[config.mk]
export PLATFORM = sky130hd
export DESIGN_NAME = huffman_decoder_flat
export DESIGN_NICKNAME = d
export VERILOG_FILES = /design/src/rtl/huffman_decoder_if.sv /design/src/rtl/huffman_decoder.sv /design/src/flat_wrapper.sv
export SDC_FILE = /design/constraint.sdc
export NUM_CORES = 1
export LEC_CHECK = 0
export CORE_MARGIN = 10
export CORE_UTILIZATION = 58
export CTS_BUF_LIST = sky130_fd_sc_hd__clkbuf_4
export CTS_CLUSTER_SIZE = 20
export DETAILED_ROUTE_END_ITERATION = 8
export PLACE_DENSITY_LB_ADDON = 0.2
export SYNTH_ARGS = -nofsm -noshare
export SYNTH_HDL_FRONTEND = slang
export SYNTH_SLANG_ARGS = --single-unit
[constraint.sdc]
create_clock -name clk -period 3.6 [get_ports clk]
set_input_delay 0.72 -clock clk [delete_from_list [all_inputs] [get_ports clk]]
set_output_delay 0.72 -clock clk [all_outputs]
set_load 0.02 [all_outputs]
[src/rtl/huffman_decoder_if.sv]
// huffman_decoder_if: serial code-bit input and decoded-symbol output handshakes
interface huffman_decoder_if #(
    parameter int SYM_BITS = 8
);
    logic                bit_in;
    logic                bit_valid;
    logic                bit_ready;
    logic [SYM_BITS-1:0] sym_out;
    logic                sym_valid;
    logic                sym_ready;
    modport master (output bit_in, bit_valid, sym_ready, input bit_ready, sym_out, sym_valid);
    modport slave  (input bit_in, bit_valid, sym_ready, output bit_ready, sym_out, sym_valid);
endinterface

[src/rtl/huffman_decoder.sv]
// huffman_decoder: serial MSB-first Huffman decoder matching prefixes against a loadable code table
module huffman_decoder #(
    parameter int NUM_ENTRIES = 16,
    parameter int MAX_LEN     = 8,
    parameter int SYM_BITS    = 8,
    parameter int CNT_W       = 16,
    localparam int AW = $clog2(NUM_ENTRIES),
    localparam int LW = $clog2(MAX_LEN + 1)
) (
    input  logic                clk,
    input  logic                n_rst,
    input  logic                tbl_wr_en,
    input  logic [AW-1:0]       tbl_wr_addr,
    input  logic [LW-1:0]       tbl_wr_len,
    input  logic [MAX_LEN-1:0]  tbl_wr_code,
    input  logic [SYM_BITS-1:0] tbl_wr_sym,
    input  logic                start,
    input  logic                stop,
    huffman_decoder_if.slave    bs,
    output logic                err,
    output logic                busy,
    output logic [CNT_W-1:0]    sym_count
);
    typedef enum logic [1:0] {IDLE, SHIFT, EMIT, ERROR} state_t;
    state_t state, next_state;
    logic [LW-1:0]       tbl_len  [NUM_ENTRIES];
    logic [MAX_LEN-1:0]  tbl_code [NUM_ENTRIES];
    logic [SYM_BITS-1:0] tbl_sym  [NUM_ENTRIES];
    logic [MAX_LEN-2:0]  acc;
    logic [LW-1:0]       len, new_len;
    logic [MAX_LEN-1:0]  new_acc, mask;
    logic [SYM_BITS-1:0] sym_q, hit_sym;
    logic                hit, accept, full, handshake;

    assign accept    = state == SHIFT && bs.bit_valid;
    assign handshake = state == EMIT && bs.sym_ready;
    assign new_acc   = {acc, bs.bit_in};
    assign new_len   = len + 1'b1;
    assign mask      = ~({MAX_LEN{1'b1}} << new_len);
    assign full      = new_len == LW'(MAX_LEN);
    assign bs.sym_out = sym_q;

    // descending scan so the lowest matching index has the final say
    always_comb begin
        hit = 1'b0;
        hit_sym = '0;
        for (int i = NUM_ENTRIES - 1; i >= 0; i--)
            if (tbl_len[i] == new_len && ((tbl_code[i] ^ new_acc) & mask) == '0) begin
                hit = 1'b1;
                hit_sym = tbl_sym[i];
            end
    end

    always_ff @(posedge clk or negedge n_rst)
        if (!n_rst) state <= IDLE;
        else state <= next_state;

    // stop beats start, and both beat any bit accept or symbol handshake
    always_comb
        next_state = stop ? IDLE :
                     start ? SHIFT :
                     accept ? (hit ? EMIT : full ? ERROR : SHIFT) :
                     handshake ? SHIFT : state;

    always_comb begin
        bs.bit_ready = state == SHIFT;
        bs.sym_valid = state == EMIT;
        busy         = state != IDLE;
    end

    always_ff @(posedge clk or negedge n_rst)
        if (!n_rst) begin
            acc       <= '0;
            len       <= '0;
            sym_q     <= '0;
            err       <= 1'b0;
            sym_count <= '0;
        end else if (!stop) begin
            if (start) begin
                acc       <= '0;
                len       <= '0;
                err       <= 1'b0;
                sym_count <= '0;
            end else begin
                if (accept) begin
                    acc <= new_acc[MAX_LEN-2:0];
                    len <= hit ? '0 : new_len;
                    err <= err | (!hit && full);
                    if (hit) sym_q <= hit_sym;
                end
                if (handshake) sym_count <= sym_count + 1'b1;
            end
        end

    // the table is only writable while no session is running
    always_ff @(posedge clk or negedge n_rst)
        if (!n_rst) begin
            for (int i = 0; i < NUM_ENTRIES; i++) begin
                tbl_len[i]  <= '0;
                tbl_code[i] <= '0;
                tbl_sym[i]  <= '0;
            end
        end else if (tbl_wr_en && state == IDLE) begin
            tbl_len[tbl_wr_addr]  <= tbl_wr_len > LW'(MAX_LEN) ? LW'(MAX_LEN) : tbl_wr_len;
            tbl_code[tbl_wr_addr] <= tbl_wr_code;
            tbl_sym[tbl_wr_addr]  <= tbl_wr_sym;
        end
endmodule

[src/flat_wrapper.sv]
// flat-port wrapper written by rule: the top's interface ports become plain ports
module huffman_decoder_flat 
#(
    parameter int NUM_ENTRIES = 16,
    parameter int MAX_LEN     = 8,
    parameter int SYM_BITS    = 8,
    parameter int CNT_W       = 16,
    localparam int AW = $clog2(NUM_ENTRIES),
    localparam int LW = $clog2(MAX_LEN + 1)
)
  (clk, n_rst, tbl_wr_en, tbl_wr_addr, tbl_wr_len, tbl_wr_code, tbl_wr_sym, start, stop, err, busy, sym_count, bs_bit_in, bs_bit_valid, bs_sym_ready, bs_bit_ready, bs_sym_out, bs_sym_valid);
  huffman_decoder_if #(.SYM_BITS(SYM_BITS)) bs_i ();
  input  logic clk;
  input  logic n_rst;
  input  logic tbl_wr_en;
  input  logic [AW-1:0] tbl_wr_addr;
  input  logic [LW-1:0] tbl_wr_len;
  input  logic [MAX_LEN-1:0] tbl_wr_code;
  input  logic [SYM_BITS-1:0] tbl_wr_sym;
  input  logic start;
  input  logic stop;
  output logic err;
  output logic busy;
  output logic [CNT_W-1:0] sym_count;
  input wire logic [$bits(bs_i.bit_in)-1:0] bs_bit_in;
  input wire logic [$bits(bs_i.bit_valid)-1:0] bs_bit_valid;
  input wire logic [$bits(bs_i.sym_ready)-1:0] bs_sym_ready;
  output wire logic [$bits(bs_i.bit_ready)-1:0] bs_bit_ready;
  output wire logic [$bits(bs_i.sym_out)-1:0] bs_sym_out;
  output wire logic [$bits(bs_i.sym_valid)-1:0] bs_sym_valid;
  assign bs_i.bit_in = bs_bit_in;
  assign bs_i.bit_valid = bs_bit_valid;
  assign bs_i.sym_ready = bs_sym_ready;
  assign bs_bit_ready = bs_i.bit_ready;
  assign bs_sym_out = bs_i.sym_out;
  assign bs_sym_valid = bs_i.sym_valid;
  huffman_decoder #(.NUM_ENTRIES(NUM_ENTRIES), .MAX_LEN(MAX_LEN), .SYM_BITS(SYM_BITS), .CNT_W(CNT_W)) u_core (.clk(clk), .n_rst(n_rst), .tbl_wr_en(tbl_wr_en), .tbl_wr_addr(tbl_wr_addr), .tbl_wr_len(tbl_wr_len), .tbl_wr_code(tbl_wr_code), .tbl_wr_sym(tbl_wr_sym), .start(start), .stop(stop), .bs(bs_i), .err(err), .busy(busy), .sym_count(sym_count));
endmodule
# Word level (Yosys, flattened, before mapping)
# Index checks and enable logic that the tools add are counted.
# totals
inputBits	32
reg_bits	358
elab_cells	217
out_inout_bits	28
# op_classes
shift	1
muxes	55
addsub	2
n_bitwise	37
eq_ne	19
magnitude_cmp	3
reduce_logical	46
# ops
op	count
$bwmux 128	2
$mux 8	17
$and 8x8->8	16
$logic_not 8->1	16
$xor 8x8->8	16
$bwmux 64	1
$eq 4x4->1	16
$demux 8 s4	1
$mux 16	2
$logic_and 1x1->1	21
$mux 4	5
$mux 1	18
$add 16x1->16 const B	1
$demux 4 s4	1
$mux 7	2
$mux 2	6
$not 8->8	1
$shl 8x4->8 const A	1
$reduce_bool 2->1	3
$ge 5x5->1 const B	1
$lt 5x1->1 const B	1
$not 4->5	1
$add 4x1->4 const B	1
$eq 4x4->1 const B	1
10 further kinds	12

# Depth between registers and ports, before layout
# Gate-level depths: netlist (run 1).
# logic_depth
ltp_word	27
ltp_mapped	18
ltp_nobuf	13

# Worst setup path after synthesis (run 1)
# OpenSTA, ideal clock, no wires.
# synth_path
path_kind	reg-to-reg
start	reg u_core.len[0]
end	reg u_core.sym_q[6], in the netlist u_core.bs.sym_out[6]
setup_ns	0.076
arrival_time_ns	3.649
synth_period_minus_slack_ns	3.725
path_stages_with_launch	18
setup_slack_ns	-0.125
path_buffers	5
required_ns	3.524
path_cell_list	dfrtp_1 -> buf_2 -> buf_2 -> inv_1 -> ha_1 -> buf_4 -> nand3_1 -> mux2i_1 -> buf_2 -> o22ai_1 -> a221oi_1 -> or4b_1 -> nand4_1 -> nor4_2 -> nand2b_4 -> buf_6 -> or4_1 -> o21ai_1
# synth_between
elab_chain_cells	23
word_cells_on_any_way	100
cone_classes	1 x add/sub; 16 x eq/ne; 1 x shift; 32 x mux; 17 x bitwise; 33 x reduce/logical
# synth_rtl
item	line	rtl
start, declared	huffman_decoder.sv:30	logic [LW-1:0] len, new_len;
start signal, assigned	huffman_decoder.sv:87	len <= hit ? '0 : new_len;
$add 4x1->4 (*)	huffman_decoder.sv:38	assign new_len = len + 1'b1;
$shl 8x4->8	huffman_decoder.sv:39	assign mask = ~({MAX_LEN{1'b1}} << new_len);
$not 8->8	huffman_decoder.sv:39	
$and 8x8->8	huffman_decoder.sv:48	if (tbl_len[i] == new_len && ((tbl_code[i] ^ new_acc) & mask) == '0) begin
$logic_not 8->1	huffman_decoder.sv:48	
$logic_and 1x1->1	huffman_decoder.sv:48	
$mux 1 (16 in a row)	huffman_decoder.sv:48	
$reduce_and 4->1 (no line)	n/a	
end signal, assigned	huffman_decoder.sv:89	if (hit) sym_q <= hit_sym;
end, declared	huffman_decoder.sv:32	logic [SYM_BITS-1:0] sym_q, hit_sym;
# Mark *: on every way between the ends. The rest lies on a longest branch, timed or not.
# A chain may end at the register's enable or synchronous reset.

# Worst setup path in the final report (run 1)
# layout_path
start	reg u_core.len[1]
end	reg u_core.sym_q[0], in the netlist u_core.bs.sym_out[0]
# Same word-level chain as after synthesis.

==> results.md, run 1 <==
* Via density at 5.98
* Synthesized Nets at 1690
* Worst path arrival time at 4.18 ns
* Crit path from: u_core.len[1]$_DFFE_PN0P_
* Outcome: complete, no violations
* Seq/Total Area, Yosys at 0.504
* Fin crit period at 3.59 ns
* Final setup violation count at 0
* Commonest non-fill, non-tap cell in the layout: dfrtp_1
* Post-synthesis register bit count at 358
* Reg-to-Reg Start: u_core.len[1]$_DFFE_PN0P_
* Setup CP Type: flop to flop
* Cts bufs inserted at 94
* Leakage power at 9.86 nW
* Share of the synthesized area in the top cell type at 0.504
* Floorplan row count at 64
* Multi-input logic area at 0.00844 sq mm
* GPL Wtd Cong at 0.924
* Worst Skew at 0.0553 ns
* Initial core utilization at 0.584
* R2R setup slack at 0.01 ns
* Storage cell area at 0.00896 sq mm
* CP max FO at 6
* # DRC at 0
* Hpwl dp at 35700 microns
* Commonest cells after routing, fill and taps aside: dfrtp_1 (358), nand2_1 (297), mux2_2 (206)
* RSZ-0062 raised after global routing: yes
* Overall Power at 12.3 mW
* Antenna-violating nets left at 0
* I/O pins at 60
* 1st-pass router iterations at 5
* Critical Path Sink Type: flop
* Width of the die at 195 microns
* Slew @ Worst Pin at 1.00 ns
* Worst VDD drop at 0.327 mV
* Initial antenna violation count at 1
* Initial DRC Count at 1122
* Clock Sinks at 358
* Synth top area cells: dfrtp_1 (50%), mux2_2 (13%), nand2_1 (6.3%)
* Wire per inst at 22.3 microns
* CTS clock-pin slew for the worst setup and hold paths at 0.07 ns
* Slew margin rel. at 0.332
* Number of flops mapped to enable cells by yosys at 0
* H-tree levels at 3
* Cell Area, Synth at 0.0178 sq mm
* Fmax achieved at 279 MHz
* Total gr overflow at 0
* Critical Path, Cell by Cell: ha_1 -> inv_1 -> ha_4 -> or3b_4 -> mux2i_4 -> buf_6 -> buf_4 -> o22ai_2 -> a2111oi_4 -> buf_4 -> nand2_1 -> buf_4 -> and2_1 -> buf_4 -> o221ai_1 -> nor3_2 -> o31ai_1 -> a31oi_1
* Type of the tightest min-delay check: flop to flop
* HP Start: u_core.tbl_sym[90]$_DFFE_PN0P_
* Most used cell, CP: buf_4
* Power Dens Cells at 582 mW/mm^2
* Top_reg_cell synth: dfrtp_1
* Largest area contributor in the netlist: dfrtp_1
* Final period utilization at 0.997
* Core area at 0.0304 sq mm
* Max-cap violations at 0
* Global-route wire length before repair at 80400 microns
* Post-DP Area at 0.0196 sq mm
* Min-Delay Endpoint: u_core.tbl_sym[90]$_DFFE_PN0P_
* Final layout net count at 1902
* Reg2reg end: u_core.bs.sym_out[0]$_DFFE_PN0P_
* Min-Delay Path Depth at 2
* Mapped Cells at 1653
* Mean post-synth cell area at 10.7 sq um
* Die area at 0.0380 sq mm
* Number of global-route vias before repair at 14100
* Crit-path max cell delay at 0.38 ns
* Hold_ws at 0.480 ns
* Layout cell share with drive strength beyond 1 at 0.299
* CP max-delay cell: or3b_4
* Distinct cells, synth at 72
* Max clock buf depth at 3
* Vias at 13900
* YS warnings at 0
* GRT Overall Usage at 0.266
* WP data required at 4.19 ns
* Async set or reset register ratio after synthesis at 1.00
* Final max-slew violation count at 0
* Synthesis-to-finish area growth at 19.1%
* Die Y at 195 microns
* Pin count of the biggest net entering global routing at 75
* Final WL at 52000 microns
* Fill cell count at 2288
* Buffers on Ports at 59
* CTS tree: done
* Fin. Hold Viols at 0
* Root buffer cell: clkbuf_4
* Clk_lat worst skew at 0.76 ns
* Startpoint types: flop
* Design area at 0.0211 sq mm
* Worst r2r path cells at 18
-- per-layer routing --
layer | track usage | vias up | part of all wire
met2 | 0.407 | 639 | 0.45
met1 | 0.361 | 6974 | 0.43
met4 | 0.0933 | 0 | 0.026
met3 | 0.0694 | 98 | 0.089
met5 | 0 | - | 0
li1 | - | 6208 | -
-- worst max-delay path: cells and delay by family (launching register included) --
kind | cells | cell delay [ns]
AO/OA/AOI/OAI | 5 | 0.79
adder cells (fa/ha/maj) | 2 | 0.47
buffers and inverters | 6 | 0.85
flip-flops | 1 | 0.37
multiplexers | 1 | 0.20
AND/OR/NAND/NOR | 4 | 0.74
-- registers in the layout, indices dropped and copies added, names as in the netlist --
| name | cells |
|---|---|
| u_core.sym_count | 16 |
| u_core.acc | 7 |
| u_core.tbl_sym | 128 |
| u_core.tbl_code | 128 |
| u_core.bs.sym_out | 8 |
| u_core.err | 1 |
| u_core.tbl_len | 64 |
| u_core.state | 2 |
| u_core.len | 4 |
-- report_power, final --
part	internal [mW]	leakage, nW	switching [mW]
registers	4.92	4.58	0.649
clock network	1.96	0.726	1.70
logic	1.55	4.55	1.53
-- final cells by class --
type                       count  area share
sequential                   358       0.424
clock inverter                19     0.00681
multi-input combinational   1168       0.399
clock buffer                 144      0.0511
inverter                      17     0.00302
timing repair buffer         226      0.0928
tap                          396      0.0234
antenna                        1    0.000118
-- how the worst max path moves through the flow --
stage	slack (ns)	endpoint	depth (start not counted)
floorplan	0.007	u_core.bs.sym_out[6]$_DFFE_PN0P_	17
global placement	-0.01	u_core.bs.sym_out[7]$_DFFE_PN0P_	18
detailed placement	-0.08	u_core.bs.sym_out[2]$_DFFE_PN0P_	18
CTS	-0.005	u_core.bs.sym_out[2]$_DFFE_PN0P_	18
global route	-0.09	u_core.bs.sym_out[3]$_DFFE_PN0P_	15
finish	0.01	u_core.bs.sym_out[0]$_DFFE_PN0P_	18
-- repair_timing --
item                                    CTS  global route
endpoints found under the setup margin    7             8
resized for setup                         3            47
gates cloned                              0             1
hold buffers                              1             0
buffers inserted                          2             5
endpoints found under the hold margin    35             0
pin swaps                                 2            12
-- per-stage QoR --
| step | setup WS, ns | TNS (ns) | utilization | cells |
|---|---|---|---|---|
| 3_5_place_dp | -0.0766 | -0.224 | 0.644 | 2156 |
| 3_3_place_gp | -0.0127 | -0.0150 | 0.644 | 2156 |
| 2_1_floorplan | 0.00747 | 0 | - | 1653 |
| 5_1_grt | -0.0929 | -0.500 | 0.695 | 2329 |
| 4_1_cts | -0.00520 | -0.00520 | 0.686 | 2322 |
| 6_report | 0.0109 | 0 | 0.695 | 2329 |
-- Yosys cell counts, drive strengths merged, types with 11 or more instances --
cell and n:
dfrtp 358, nand2 299, mux2 206, xnor2 104
xor2 88, nor2 82, o21ai 78, clkbuf 62
buf 49, o22ai 30, nand3 27, a221oi 22
a31oi 19, mux2i 18, and3 17, inv 17
nand2b 15, nor3 15, nand4 11
-- kinds of logic (layout without fill, tap and decap cells) --
family / Yosys count / after routing / share of synthesized area
adder cells (fa/ha/maj): 5 / 5 / 0.00352
AND/OR/NAND/NOR: 520 / 520 / 0.131
AO/OA/AOI/OAI: 226 / 226 / 0.0884
flip-flops: 358 / 358 / 0.504
other: 0 / 1 / 0
XOR/XNOR: 192 / 193 / 0.0968
buffers and inverters: 128 / 406 / 0.0330
multiplexers: 224 / 224 / 0.142
(Power assumes the default switching activity.)
==> run 2: changes to the inputs <==
--- a/config.mk
+++ b/config.mk
@@ -10,6 +10,7 @@
 export CTS_BUF_LIST = sky130_fd_sc_hd__clkbuf_4
 export CTS_CLUSTER_SIZE = 20
 export DETAILED_ROUTE_END_ITERATION = 8
+export GPL_TIMING_DRIVEN = 0
 export PLACE_DENSITY_LB_ADDON = 0.2
 export SYNTH_ARGS = -nofsm -noshare
 export SYNTH_HDL_FRONTEND = slang
==> results.md, run 2 (same netlist as run 1, synthesis figures left out) <==
* Number of global-route vias before repair at 13700 (was 14100)
* HP Start: stop (was u_core.tbl_sym[90]$_DFFE_PN0P_)
* Via density at 6.13 (was 5.98)
* CTS tree: done (unchanged)
* Grt met1 use at 0.375 (was 0.361)
* Global-route wire length before repair at 82000 microns (was 80400 microns)
* Commonest cells after routing, fill and taps aside: dfrtp_1 (357), nand2_1 (292), mux2_2 (206) (was dfrtp_1 (358), nand2_1 (297), mux2_2 (206))
* Final max-slew violation count at 0 (unchanged)
* Reg-to-Reg Start: u_core.len[0]$_DFFE_PN0P_ (was u_core.len[1]$_DFFE_PN0P_)
* Die area at 0.0380 sq mm (unchanged)
* Overall Power at 12.3 mW (about the same)
* Clock share of power at 0.281 (was 0.297)
* Final layout net count at 1918 (was 1902)
* Setup TNS at -1.24 ns (was 0 ns)
* Type of the tightest min-delay check: primary input to flop (was flop to flop)
* Multi-input logic area at 0.00882 sq mm (was 0.00844 sq mm)
* Storage cell area at 0.00896 sq mm (about the same)
* Max clock buf depth at 3 (unchanged)
* Slew @ Worst Pin at 1.16 ns (was 1.00 ns)
* Final setup violation count at 8 (was 0)
* H-tree levels at 3 (unchanged)
* Synthesis-to-finish area growth at 20.9% (was 19.1%)
* CP max FO at 7 (was 6)
* Antenna-violating nets left at 0 (unchanged)
* Met3 usage at 0.0635 (was 0.0694)
* Core area at 0.0304 sq mm (unchanged)
* Pin count of the biggest net entering global routing at 116 (was 75)
* RSZ-0062 raised after global routing: yes (unchanged)
* Root buffer cell: clkbuf_4 (unchanged)
* Fin crit period at 3.84 ns (was 3.59 ns)
* Gr busiest metal: met2 (unchanged)
* Routing usage on met2 at 0.426 (was 0.407)
* Sw Share at 0.330 (was 0.315)
* Initial antenna violation count at 1 (unchanged)
* Vias at 14400 (was 13900)
* Slew margin rel. at 0.228 (was 0.332)
* WP data required at 4.28 ns (was 4.19 ns)
* Initial DRC Count at 1503 (was 1122)
* # DRC at 0 (unchanged)
* Clock Sinks at 358 (unchanged)
* Leakage power at 9.78 nW (was 9.86 nW)
* Hold_ws at 0.347 ns (was 0.480 ns)
* Buffers on Ports at 56 (was 59)
* Final WS setup at -0.236 ns (was 0.0109 ns)
* Biggest regs: u_core.tbl_code (128), u_core.tbl_sym (128), u_core.tbl_len (64) (unchanged)
* Setup CP Type: flop to flop (unchanged)
* 1st-pass router iterations at 5 (unchanged)
* Floorplan row count at 64 (unchanged)
* Initial core utilization at 0.584 (unchanged)
* Width of the die at 195 microns (unchanged)
* Final WL at 55000 microns (was 52000 microns)
* Max-cap violations at 0 (unchanged)
* Final period utilization at 1.07 (was 0.997)
* Cell Int Power at 8.27 mW (was 8.42 mW)
* Flop pwr share at 0.447 (was 0.453)
* Combinational share of power at 0.272 (was 0.250)
* Total gr overflow at 0 (unchanged)
* GRT Overall Usage at 0.278 (was 0.266)
* Commonest non-fill, non-tap cell in the layout: dfrtp_1 (unchanged)
* GPL Wtd Cong at 0.905 (was 0.924)
* Outcome: complete, but fails checks (was complete, no violations)
* Worst Skew at 0.0542 ns (was 0.0553 ns)
* I/O pins at 60 (unchanged)
* R2R setup slack at -0.24 ns (was 0.01 ns)
* Hpwl dp at 36800 microns (was 35700 microns)
* Power Dens Cells at 574 mW/mm^2 (was 582 mW/mm^2)
* Fmax achieved at 261 MHz (was 279 MHz)
* Critical Path Sink Type: flop (unchanged)
* Fill cell count at 2240 (was 2288)
* Worst VDD drop at 0.268 mV (was 0.327 mV)
* Crit path from: u_core.len[0]$_DFFE_PN0P_ (was u_core.len[1]$_DFFE_PN0P_)
* Die Y at 195 microns (unchanged)
* Cts bufs inserted at 94 (unchanged)
* Startpoint types: flop (unchanged)
* NetSw at 4.07 mW (was 3.87 mW)
* Failing checks: setup timing
* Worst path arrival time at 4.52 ns (was 4.18 ns)
* CTS clock-pin slew for the worst setup and hold paths at 0.06 ns (was 0.07 ns)
* Clk_lat worst skew at 0.81 ns (was 0.76 ns)
* Layout cell share with drive strength beyond 1 at 0.287 (was 0.299)
* Fin. Hold Viols at 0 (unchanged)
* Wire per inst at 23.4 microns (was 22.3 microns)
## run 2: changes by cell type in the layout (fill, tap and decap cells not counted), sizes merged
cell | previous run | this run
bufinv | 2 | 0
clkinvlp | 1 | 2
buf | 167 | 126
xor2 | 89 | 88
inv | 18 | 19
clkinv | 15 | 30
clkbuf | 144 | 191
diode | 1 | 2
clkdlybuf4s50 | 58 | 55
## run 2: timing repair
item	4_1_cts	5_1_grt
gates resized for setup	94	73
setup endpoints to repair	15	8
hold buffers	1	0
pin swaps	27	36
buffers inserted	45	32
endpoints found under the hold margin	67	0
## run 2: worst max-delay path, stage by stage, from the launching register on
cell,delay (ns)
dfrtp_1,0.36
buf_4,0.13
buf_12,0.10
buf_12,0.09
inv_2,0.03
ha_4,0.30
buf_12,0.13
nand3b_1,0.12
mux2i_4,0.22
buf_8,0.19
buf_6,0.12
o22ai_1,0.07
a2111oi_2,0.45
nand2_1,0.24
nand3b_1,0.20
buf_4,0.14
o22ai_1,0.07
or3_1,0.34
a31o_1,0.25
a31oi_1,0.17
## run 2: metal layers
layer  vias up  share of wire
met5         -              0
met4         0          0.034
met3       141          0.098
met2       761           0.46
met1      7227           0.41
li1       6249              -
## run 2: stage by stage
stage | util | instance area (sq um) | worst slack [ns] | instances
3_3_place_gp | 0.618 | 18800 | -13.89 | 2105
5_1_grt | 0.706 | 21500 | -0.299 | 2346
3_5_place_dp | 0.621 | 18900 | -1.53 | 2108
2_1_floorplan | - | 17800 | 0.00747 | 1653
4_1_cts | 0.685 | 20800 | -0.193 | 2316
6_report | 0.706 | 21500 | -0.236 | 2347
## run 2: area by class of cell
cell class,instances,area share
timing repair buffer,136,0.0632
inverter,17,0.00297
sequential,358,0.417
tap,396,0.0231
antenna,2,0.000233
clock inverter,34,0.00758
clock buffer,130,0.0455
multi-input combinational,1167,0.411
buffer,107,0.0292
## run 2: power groups by stage
stage / clock network [mW] / registers (mW) / logic, mW
6_report: 3.47 / 5.51 / 3.35
5_1_grt: 3.72 / 5.60 / 3.58
4_1_cts: 3.49 / 5.47 / 3.02
3_5_place_dp: 0 / 5.53 / 2.72
3_3_place_gp: 0 / 5.50 / 2.64
2_1_floorplan: 0 / 5.45 / 1.86
## run 2: path summary, 6_finish.rpt
kind                                               endpoint  cells after the start
setup reg to reg           u_core.bs.sym_out[4]$_DFFE_PN0P_                     19
hold / removal              u_core.sym_count[0]$_DFFE_PN0P_                      3
min in group asynchronous  u_core.sym_count[15]$_DFFE_PN0P_                      2
hold reg to reg             u_core.tbl_sym[126]$_DFFE_PN0P_                      2
max in group asynchronous  u_core.bs.sym_out[6]$_DFFE_PN0P_                      4
setup / recovery           u_core.bs.sym_out[4]$_DFFE_PN0P_                     19
==> run 3: changes to the inputs <==
--- a/config.mk
+++ b/config.mk
@@ -6,7 +6,7 @@
 export NUM_CORES = 1
 export LEC_CHECK = 0
 export CORE_MARGIN = 10
-export CORE_UTILIZATION = 58
+export CORE_UTILIZATION = 30
 export CTS_BUF_LIST = sky130_fd_sc_hd__clkbuf_4
 export CTS_CLUSTER_SIZE = 20
 export DETAILED_ROUTE_END_ITERATION = 8
==> results.md, run 3 (same netlist as run 1, synthesis figures left out) <==
* WP data required at 4.31 ns (was 4.28 ns)
* CTS clock-pin slew for the worst setup and hold paths at 0.06 ns (about the same)
* Initial DRC Count at 912 (was 1503)
* RSZ-0062 raised after global routing: yes (unchanged)
* Startpoint types: flop (unchanged)
* Type of the tightest min-delay check: primary input to flop (unchanged)
* Fin. Hold Viols at 0 (unchanged)
* Failing checks: setup timing (unchanged)
* Hpwl dp at 42400 microns (was 36800 microns)
* Clock Sinks at 358 (unchanged)
* Biggest regs: u_core.tbl_code (128), u_core.tbl_sym (128), u_core.tbl_len (64) (unchanged)
* Slew @ Worst Pin at 1.05 ns (was 1.16 ns)
* Final period utilization at 1.04 (was 1.07)
* Total gr overflow at 0 (unchanged)
* Root buffer cell: clkbuf_4 (unchanged)
* Worst path arrival time at 4.47 ns (was 4.52 ns)
* GPL Wtd Cong at 0.867 (was 0.905)
* Global-route wire length before repair at 91300 microns (was 82000 microns)
* Die Y at 263 microns (was 195 microns)
* Wire per inst at 22.5 microns (was 23.4 microns)
* CP max FO at 8 (was 7)
* Min-Delay Endpoint: u_core.sym_count[1]$_DFFE_PN0P_ (was u_core.sym_count[0]$_DFFE_PN0P_)
* Worst VDD drop at 0.180 mV (was 0.268 mV)
* Final max-slew violation count at 0 (unchanged)
* Buffers on Ports at 56 (unchanged)
* Via density at 5.06 (was 6.13)
* Post-route non-filler standard cell count at 2723 (was 2347)
* Setup CP Type: flop to flop (unchanged)
* HP Start: stop (unchanged)
* Width of the die at 263 microns (was 195 microns)
* Reg2reg end: u_core.bs.sym_out[1]$_DFFE_PN0P_ (was u_core.bs.sym_out[4]$_DFFE_PN0P_)
* Synthesis-to-finish area growth at 22.9% (was 20.9%)
* Die area at 0.0693 sq mm (was 0.0380 sq mm)
* Commonest non-fill, non-tap cell in the layout: dfrtp_1 (unchanged)
* Initial antenna violation count at 2 (was 1)
* Fin crit period at 3.76 ns (was 3.84 ns)
* # DRC at 0 (unchanged)
* Number of global-route vias before repair at 14000 (was 13700)
* Final WS setup at -0.157 ns (was -0.236 ns)
* Antenna-violating nets left at 0 (unchanged)
* Commonest cells after routing, fill and taps aside: dfrtp_1 (358), nand2_1 (291), mux2_2 (206) (was dfrtp_1 (357), nand2_1 (292), mux2_2 (206))
* Power Dens Cells at 575 mW/mm^2 (was 574 mW/mm^2)
* Post-placement cell count at 2485 (was 2108)
* 1st-pass router iterations at 5 (unchanged)
* Fmax achieved at 266 MHz (was 261 MHz)
* Pin count of the biggest net entering global routing at 103 (was 116)
* Final WL at 61300 microns (was 55000 microns)
* Outcome: complete, but fails checks (unchanged)
* Slew margin rel. at 0.298 (was 0.228)
* Layout cell share with drive strength beyond 1 at 0.285 (was 0.287)
* Clk_lat worst skew at 0.87 ns (was 0.81 ns)
* Critical Path Sink Type: flop (unchanged)
* Initial core utilization at 0.302 (was 0.584)
* GRT Overall Usage at 0.174 (was 0.278)
* Worst Skew at 0.0525 ns (was 0.0542 ns)
* Max-cap violations at 0 (unchanged)
* Final layout net count at 1906 (was 1918)
* Vias at 13800 (was 14400)
* Worst r2r path cells at 16 (was 19)
* Worst slack, placed at -1.83 ns (was -1.53 ns)
* Min-Delay Path Depth at 3 (unchanged)
* Floorplan row count at 89 (was 64)
* H-tree levels at 3 (unchanged)
* Final setup violation count at 8 (unchanged)
* R2R setup slack at -0.16 ns (was -0.24 ns)
* I/O pins at 60 (unchanged)
* Leakage power at 9.78 nW (about the same)
* Core area at 0.0588 sq mm (was 0.0304 sq mm)
* Final core occ at 0.371 (was 0.706)
* CTS tree: done (unchanged)
* Reg-to-Reg Start: u_core.len[0]$_DFFE_PN0P_ (unchanged)
* Max clock buf depth at 3 (unchanged)
* Fill cell count at 5932 (was 2240)
* Cts bufs inserted at 101 (was 94)
run 3: routing by layer:
metal | GRT usage | vias to the layer above | wire (microns)
li1 | - | 6233 | -
met1 | 0.228 | 7038 | 27500
met2 | 0.281 | 405 | 28900
met3 | 0.0256 | 96 | 3170
met4 | 0.0732 | 0 | 1730
met5 | 0 | - | 0
run 3: final cells by class:
| type | count | area [sq um] | share of cell area |
|---|---|---|---|
| flip-flops and latches | 358 | 8960 | 0.411 |
| multi-input cells | 1167 | 8710 | 0.399 |
| repair buffers | 119 | 1200 | 0.0551 |
| clock buffers | 157 | 1180 | 0.0540 |
| well taps | 773 | 967 | 0.0443 |
| plain buffers | 105 | 603 | 0.0276 |
| clock inverters | 26 | 131 | 0.00602 |
| inverters | 17 | 63.8 | 0.00292 |
| diodes | 1 | 2.50 | 0.000115 |
run 3: what timing repair did:
item | in CTS | in global routing
buffers inserted | 45 | 12
pin swaps | 30 | 32
cloned | 2 | 0
endpoints found under the hold margin | 74 | 0
setup endpoints to repair | 15 | 45
resized for setup | 102 | 46
hold buffers | 1 | 0
run 3: power by group:
group	switching [mW]	internal [mW]
Combinational	1.64	1.56
Clock	1.81	2.04
Sequential	0.592	4.92
Total	4.04	8.52
run 3: per-stage QoR:
step | cell area, sq um | hold WS (ns) | TNS (ns) | power, mW
global placement | 19300 | 0.453 | -5207.71 | 8.26
floorplan | 17800 | 0.424 | 0 | 7.31
CTS | 21600 | 0.242 | -1.39 | 12.6
global route | 21800 | 0.316 | -1.69 | 13.3
detailed placement | 19400 | 0.454 | -36.48 | 8.35
finish | 21800 | 0.318 | -0.823 | 12.6
run 3: worst max path at each step:
stage          slack, ns                 startpoint                               end
3_3_place_gp      -14.50                      n_rst  u_core.bs.sym_out[1]$_DFFE_PN0P_
5_1_grt            -0.27  u_core.len[0]$_DFFE_PN0P_  u_core.bs.sym_out[1]$_DFFE_PN0P_
2_1_floorplan      0.007  u_core.len[0]$_DFFE_PN0P_  u_core.bs.sym_out[6]$_DFFE_PN0P_
4_1_cts            -0.26  u_core.len[0]$_DFFE_PN0P_  u_core.bs.sym_out[6]$_DFFE_PN0P_
6_report           -0.16  u_core.len[0]$_DFFE_PN0P_  u_core.bs.sym_out[1]$_DFFE_PN0P_
3_5_place_dp       -1.83  u_core.len[0]$_DFFE_PN0P_  u_core.bs.sym_out[1]$_DFFE_PN0P_
run 3: critical path: stages, from the launching register on:
cell and delay, ns:
dfrtp_1 0.41, ha_2 0.21, inv_2 0.05, ha_4 0.34, or3b_4 0.41, mux2i_4 0.17, buf_12 0.14, buf_8 0.12
o22ai_4 0.07, a221oi_2 0.21, or4b_4 0.56, nand3b_1 0.28, buf_6 0.18, o22ai_1 0.15, nor3_1 0.08, o31ai_2 0.12
a31oi_1 0.14
